--- src/rtl/noc_pkg.sv ---
// Shared NoC definitions: default widths, flit/dest types and injector state encoding.
package noc_pkg;

  localparam int NOC_DATAW = 32;
  localparam int NOC_DESTW = 6;

  typedef logic [NOC_DATAW-1:0] flit_t;
  typedef logic [NOC_DESTW-1:0] dest_t;

  typedef enum logic [0:0] {
    INJ_IDLE = 1'b0,
    INJ_SEND = 1'b1
  } inj_state_e;

  // A zero length still means one flit; anything beyond the buffer depth could never start.
  function automatic int clamp_len(input int cfg, input int depth);
    if (cfg < 1) begin
      return 1;
    end else if (cfg > depth) begin
      return depth;
    end else begin
      return cfg;
    end
  endfunction

endpackage

--- src/rtl/noc_sync_fifo.sv ---
// Single-clock show-ahead FIFO; the head entry is always visible on head_o.
module noc_sync_fifo #(
  parameter int WIDTH = 38,
  parameter int DEPTH = 64
) (
  input  logic                     clk_i,
  input  logic                     rst_i,
  input  logic                     push_i,
  input  logic [WIDTH-1:0]         wdata_i,
  input  logic                     pop_i,
  output logic [WIDTH-1:0]         head_o,
  output logic [$clog2(DEPTH):0]   count_o,
  output logic                     full_o,
  output logic                     empty_o
);

  localparam int AW = $clog2(DEPTH);

  logic [WIDTH-1:0] mem_q [DEPTH];
  logic [AW-1:0]    wr_ptr_q;
  logic [AW-1:0]    rd_ptr_q;
  logic [AW:0]      count_q;
  logic             do_push;
  logic             do_pop;

  // A full FIFO refuses the write even when a pop happens in the same cycle.
  assign do_push = push_i & ~full_o;
  assign do_pop  = pop_i & ~empty_o;
  assign full_o  = (count_q == (AW+1)'(DEPTH));
  assign empty_o = (count_q == '0);
  assign count_o = count_q;
  assign head_o  = mem_q[rd_ptr_q];

  // Storage array, written only; never reset.
  always_ff @(posedge clk_i) begin
    if (do_push) begin
      mem_q[wr_ptr_q] <= wdata_i;
    end
  end

  // Pointers wrap naturally since DEPTH is a power of two.
  always_ff @(posedge clk_i) begin
    if (rst_i) begin
      wr_ptr_q <= '0;
      rd_ptr_q <= '0;
      count_q  <= '0;
    end else begin
      if (do_push) begin
        wr_ptr_q <= wr_ptr_q + AW'(1);
      end
      if (do_pop) begin
        rd_ptr_q <= rd_ptr_q + AW'(1);
      end
      case ({do_push, do_pop})
        2'b10:   count_q <= count_q + (AW+1)'(1);
        2'b01:   count_q <= count_q - (AW+1)'(1);
        default: count_q <= count_q;
      endcase
    end
  end

endmodule

--- src/rtl/noc_axis_pkt_injector.sv ---
// Store-and-forward packet framer: buffers producer words and emits whole AXI-Stream packets
// with a per-packet TDEST, so a packet never stalls mid-flight on an empty buffer.
module noc_axis_pkt_injector
  import noc_pkg::*;
#(
  parameter int DATAW   = NOC_DATAW,
  parameter int DESTW   = NOC_DESTW,
  parameter int FIFOD   = 64,
  parameter int PKTLENW = 7,
  parameter int CNTW    = 16
) (
  input  logic               clk_i,
  input  logic               rst_i,
  input  logic               in_valid_i,
  output logic               in_ready_o,
  input  logic [DATAW-1:0]   in_data_i,
  input  logic [DESTW-1:0]   in_dest_i,
  input  logic [PKTLENW-1:0] cfg_pkt_len_i,
  output logic               axis_m_tvalid_o,
  input  logic               axis_m_tready_i,
  output logic [DATAW-1:0]   axis_m_tdata_o,
  output logic               axis_m_tlast_o,
  output logic [DESTW-1:0]   axis_m_tdest_o,
  output logic [CNTW-1:0]    pkt_count_o,
  output logic               busy_o
);

  localparam int AW = $clog2(FIFOD);
  localparam int FW = DATAW + DESTW;

  logic [FW-1:0]      fifo_head;
  logic [AW:0]        fifo_count;
  logic               fifo_full;
  logic               fifo_empty;
  logic               push;
  logic               pop;
  logic [PKTLENW-1:0] eff_len;

  inj_state_e         state_q;
  logic [PKTLENW-1:0] len_q;
  logic [PKTLENW-1:0] flit_cnt_q;
  logic               tvalid_q;
  logic               tlast_q;
  logic [DESTW-1:0]   dest_q;
  logic [CNTW-1:0]    pkt_cnt_q;

  assign in_ready_o = ~fifo_full & ~rst_i;
  assign push       = in_valid_i & in_ready_o;
  assign pop        = tvalid_q & axis_m_tready_i & ~fifo_empty;

  noc_sync_fifo #(
    .WIDTH (FW),
    .DEPTH (FIFOD)
  ) u_fifo (
    .clk_i   (clk_i),
    .rst_i   (rst_i),
    .push_i  (push),
    .wdata_i ({in_dest_i, in_data_i}),
    .pop_i   (pop),
    .head_o  (fifo_head),
    .count_o (fifo_count),
    .full_o  (fifo_full),
    .empty_o (fifo_empty)
  );

  // Effective packet length from the live configuration.
  always_comb begin
    eff_len = PKTLENW'(clamp_len(int'(cfg_pkt_len_i), FIFOD));
  end

  // Framing FSM; TVALID/TLAST/TDEST are registered and only change on handshakes.
  always_ff @(posedge clk_i) begin
    if (rst_i) begin
      state_q    <= INJ_IDLE;
      len_q      <= '0;
      flit_cnt_q <= '0;
      tvalid_q   <= 1'b0;
      tlast_q    <= 1'b0;
      dest_q     <= '0;
      pkt_cnt_q  <= '0;
    end else begin
      case (state_q)
        INJ_IDLE: begin
          if (int'(fifo_count) >= int'(eff_len)) begin
            state_q    <= INJ_SEND;
            len_q      <= eff_len;
            dest_q     <= fifo_head[FW-1:DATAW];
            flit_cnt_q <= '0;
            tvalid_q   <= 1'b1;
            tlast_q    <= (eff_len == PKTLENW'(1));
          end
        end
        INJ_SEND: begin
          if (axis_m_tready_i) begin
            if (tlast_q) begin
              state_q   <= INJ_IDLE;
              tvalid_q  <= 1'b0;
              tlast_q   <= 1'b0;
              pkt_cnt_q <= pkt_cnt_q + CNTW'(1);
            end else begin
              flit_cnt_q <= flit_cnt_q + PKTLENW'(1);
              tlast_q    <= ((flit_cnt_q + PKTLENW'(2)) == len_q);
            end
          end
        end
        default: begin
          state_q  <= INJ_IDLE;
          tvalid_q <= 1'b0;
          tlast_q  <= 1'b0;
        end
      endcase
    end
  end

  assign axis_m_tvalid_o = tvalid_q;
  assign axis_m_tlast_o  = tlast_q;
  assign axis_m_tdest_o  = dest_q;
  assign axis_m_tdata_o  = tvalid_q ? fifo_head[DATAW-1:0] : '0;
  assign pkt_count_o     = pkt_cnt_q;
  assign busy_o          = (state_q == INJ_SEND);

endmodule

--- config.mk ---
export PLATFORM = sky130hd
export DESIGN_NAME = noc_axis_pkt_injector
export DESIGN_NICKNAME = d
export VERILOG_FILES = /design/src/rtl/noc_pkg.sv /design/src/rtl/noc_sync_fifo.sv /design/src/rtl/noc_axis_pkt_injector.sv
export SDC_FILE = /design/constraint.sdc
export NUM_CORES = 2
export LEC_CHECK = 0
export CELL_PAD_IN_SITES_DETAIL_PLACEMENT = 0
export CELL_PAD_IN_SITES_GLOBAL_PLACEMENT = 2
export CORE_MARGIN = 1
export CORE_UTILIZATION = 57
export CTS_BUF_LIST = sky130_fd_sc_hd__clkbuf_8
export CTS_CLUSTER_SIZE = 20
export DETAILED_ROUTE_END_ITERATION = 7
export GPL_TIMING_DRIVEN = 0
export PLACE_DENSITY = 0.85
export SKIP_CTS_REPAIR_TIMING = 1
export SLEW_MARGIN = 20
export SYNTH_ARGS = -nofsm -noshare
export SYNTH_HDL_FRONTEND = slang
export SYNTH_SLANG_ARGS = --single-unit
export TNS_END_PERCENT = 100
--- constraint.sdc ---
create_clock -name clk_i -period 9.75 [get_ports clk_i]
set_input_delay 2.925 -clock clk_i [delete_from_list [all_inputs] [get_ports clk_i]]
set_output_delay 2.925 -clock clk_i [all_outputs]
set_load 0.05 [all_outputs]
==> summary.md <==
| Metric | Value |
|---|---|
| DP HPWL | 209 mm |
| Die ar. | 170000 sq um |
| HP Class | flip-flop to flip-flop |
| Total GRT Usage | 36.3% |
| Row count | 150 |
| Clock tree buffer depth | 4 |
| GPL Wtd Cong | 0.882 |
| Clock sinks | 2496 |
| IO Port Bufs | 106 |
| Syn-to-layout area delta | 16.3% |
| Final antenna-violating net count | 0 |
| Antenna violations before repair | 14 |
| Ys Warns | 0 |
| Status | completed |
| CP peak stage delay | about 940 ps |
| Synth top area share | approximately three quarters |
| Final setup vio count | 0 |
| Register bit total from synthesis | about 2500 |
| Worst Clk Skew | 81.3 ps |
| Async set-or-reset flop fraction in the synthesized netlist | 0% |
| R2R Setup Slk | 5550 ps |
| First-pass GRT wire length | 408 mm |
| Starting Density | 57.4% |
| Crit Path Max Fanout | 10 |
| CP required | 6830 ps |
| Largest net degree at the start of global routing | 65 |
| Top-count cell post-synth | edfxtp_1 |
| Routed len/inst | roughly 41 um |
| Die Y | 412 um |
| Area of the multi-input gates | about 21000 sq um |
| Reg clk slew, reported paths | 60 ps |
| Achievable Freq | 110 MHz |
| Core ar. | 167000 sq um |
| Register area | 74300 sq um |
| Final Core Density | 66.8% |
| RSZ-0062 raised after global routing | no |
| Initial detailed-routing violation count | 8963 |
| CP Launch Type | flip-flop |
| Post-Syn Area | 96000 sq um |
| # H-tree levels | 5 |
| Worst-Skew Late Latency | 1090 ps |
| # DRC | 0 |
| Fin area | 112000 sq um |
| CP endpoint kind | output pin |
| Post-synthesis cell type count | 63 |
| Chip width | 412 um |
| Measured slew at the worst slew-check pin | 1220 ps |
| Yosys top cell by area | edfxtp_1 |
| Total grt overflow | 0 |
| Post-synth EDFFs | 2432 |
| Rel. slew slack | roughly a fifth |
| Placed Area | 105000 sq um |
| Synthesized area per cell | 23.3 sq um |
| Drt via density | 7.00 |
| Pwr Total | 20.4 mW |
| Final Cycle Share | 93.3% |
| Crit Path Class | flip-flop to output pin |
| Ports | 107 |
| Pre-Repair DR Iteration Count | 8 |
| Routed via count | 51241 |
| Crit-path slowest cell | clkdlybuf4s50_1 |
| Peak supply drop | ~0.00017 V |
| Crit path buf inv count | 6 |
| Post-synthesis sequential area ratio | 77.4% |
| Nets | roughly 4900 |
| Share of cells above drive strength 1 | 32.1% |
| Number of global-route vias before repair | 49847 |
| Final WL | 303 mm |
| Crit path time final | 9100 ps |
| Syn nets | 4191 |
| Primary FF master, synth | edfxtp_1 |
| P_leak | 34.5 nW |
| Post-Synthesis Cells | 4127 |
| Synth area leaders | edfxtp_1, mux4_2, dfxtp_1, mux2i_1, nor2_1 |
| Maxcap violations | 0 |
| Max-slew violation count | 0 |
| CTS tree | yes |
| CTS Buf Count | between 300 and 400 |
| Top cell by count, worst path | buf_4 |
| Fill count | 10504 |
| CP Cell Sequence | buf_4 > buf_2 > buf_4 > buf_4 > clkbuf_1 > nand2_1 > a311oi_1 > a21oi_1 > o22ai_1 > clkdlybuf4s50_1 |
| Cell family with most CP delay | buffers and inverters |
| Endpoints failing hold | 0 |
| PD cells | 183 nW/um^2 |
| Synth top cells by count | edfxtp_1, mux4_2, nor2_1, nand2_1, mux2i_1 |
| CP arrival | between 6000 and 7000 ps |
| Clock Root Buffer | clkbuf_8 |
-- power breakdown --
part / switching [mW] / internal, mW
sequential: 0.0118 / 11.8
combinational: 0.383 / 0.168
clock: 4.02 / 4.03
-- cells by family (layout without fill, tap and decap cells) --
logic type	count (synthesis)	count (layout)	share of synthesized area, %
adders and majority gates	15	15	0.196
other	0	6	0
DFF	2496	2496	77.4
xor gates and xnor gates	39	39	0.356
muxes	796	796	17.6
AOI/OAI and AO/OA	198	198	1.40
buffers and inverters	234	1219	1.30
and+or+nand+nor	349	349	1.72
-- final timing paths --
check | cells past startpoint | end | startpoint
max | 10 | axis_m_tdata_o[29] | flip-flop
min | 2 | len_q[5] | len_q[5]
max reg2reg | 12 | u_fifo.count_o[6] | axis_m_tvalid_o
min reg2reg | 2 | len_q[5] | len_q[5]
-- metal layers --
layer,vias up,share of wire [%],GRT usage [%]
met3,787,14,10.6
met1,26920,34,48.8
met5,-,0.014,0
li1,19113,-,-
met4,6,6.0,18.9
met2,4415,46,54.5
-- placed cells by master (no fill, tap or decap), drive strengths merged, types with 15 or more instances in the layout --
cell type      instances
clkbuf               476
a31oi                 21
inv                  150
a211oi                39
mux2i                 80
xor2                  26
nor2                 126
nand4                 15
clkinv               120
mux4                 712
dfxtp                 64
a21oi                 42
nand2                 81
nor3                  16
nand3                 26
clkdlybuf4s50         68
o22ai                 34
edfxtp              2432
ha                    15
buf                  389
nor2b                 28
-- worst reg2reg max path, delay by kind of cell, from the launching register on --
family | cells | cell delay (ps)
AO/OA/AOI/OAI | 4 | 1370
XOR/XNOR | 1 | 140
adder cells (fa/ha/maj) | 2 | 580
buffers and inverters | 1 | 430
flip-flops | 1 | 760
multiplexers | 1 | 350
AND/OR/NAND/NOR | 3 | 460
-- per-stage QoR --
stage | TNS (ps) | worst slack [ps] | hold WS [ps] | cells
3_5_place_dp | 0 | 1390 | 468 | 6636
6_report | 0 | 649 | 482 | 7322
4_1_cts | 0 | 747 | 478 | 7315
5_1_grt | 0 | 666 | 511 | 7319
3_3_place_gp | -653330 | -1100 | 462 | 6437
2_1_floorplan | 0 | 2700 | 448 | 4127
-- layout make-up --
type / count / area share, %
antenna: 6 / 0.0134
buffer: 220 / 1.10
clock buffer: 407 / 5.02
clock inverter: 272 / 1.15
inverter: 14 / 0.0493
multi-input combinational: 1397 / 18.7
sequential: 2496 / 66.6
tap: 2204 / 2.47
timing repair buffer: 306 / 4.93
-- flip-flops by register name, summed over array words and instances, names as in the netlist, named ones only --
| register | count |
|---|---|
| u_fifo.rd_ptr_q | 6 |
| u_fifo.count_o | 7 |
| len_q | 7 |
| axis_m_tlast_o | 1 |
| axis_m_tvalid_o | 1 |
| pkt_count_o | 16 |
| flit_cnt_q | 7 |
| busy_o | 1 |
| axis_m_tdest_o | 6 |
| u_fifo.mem_q | 2432 |
| u_fifo.wr_ptr_q | 6 |
No activity file was read; power rests on OpenSTA's default activity.
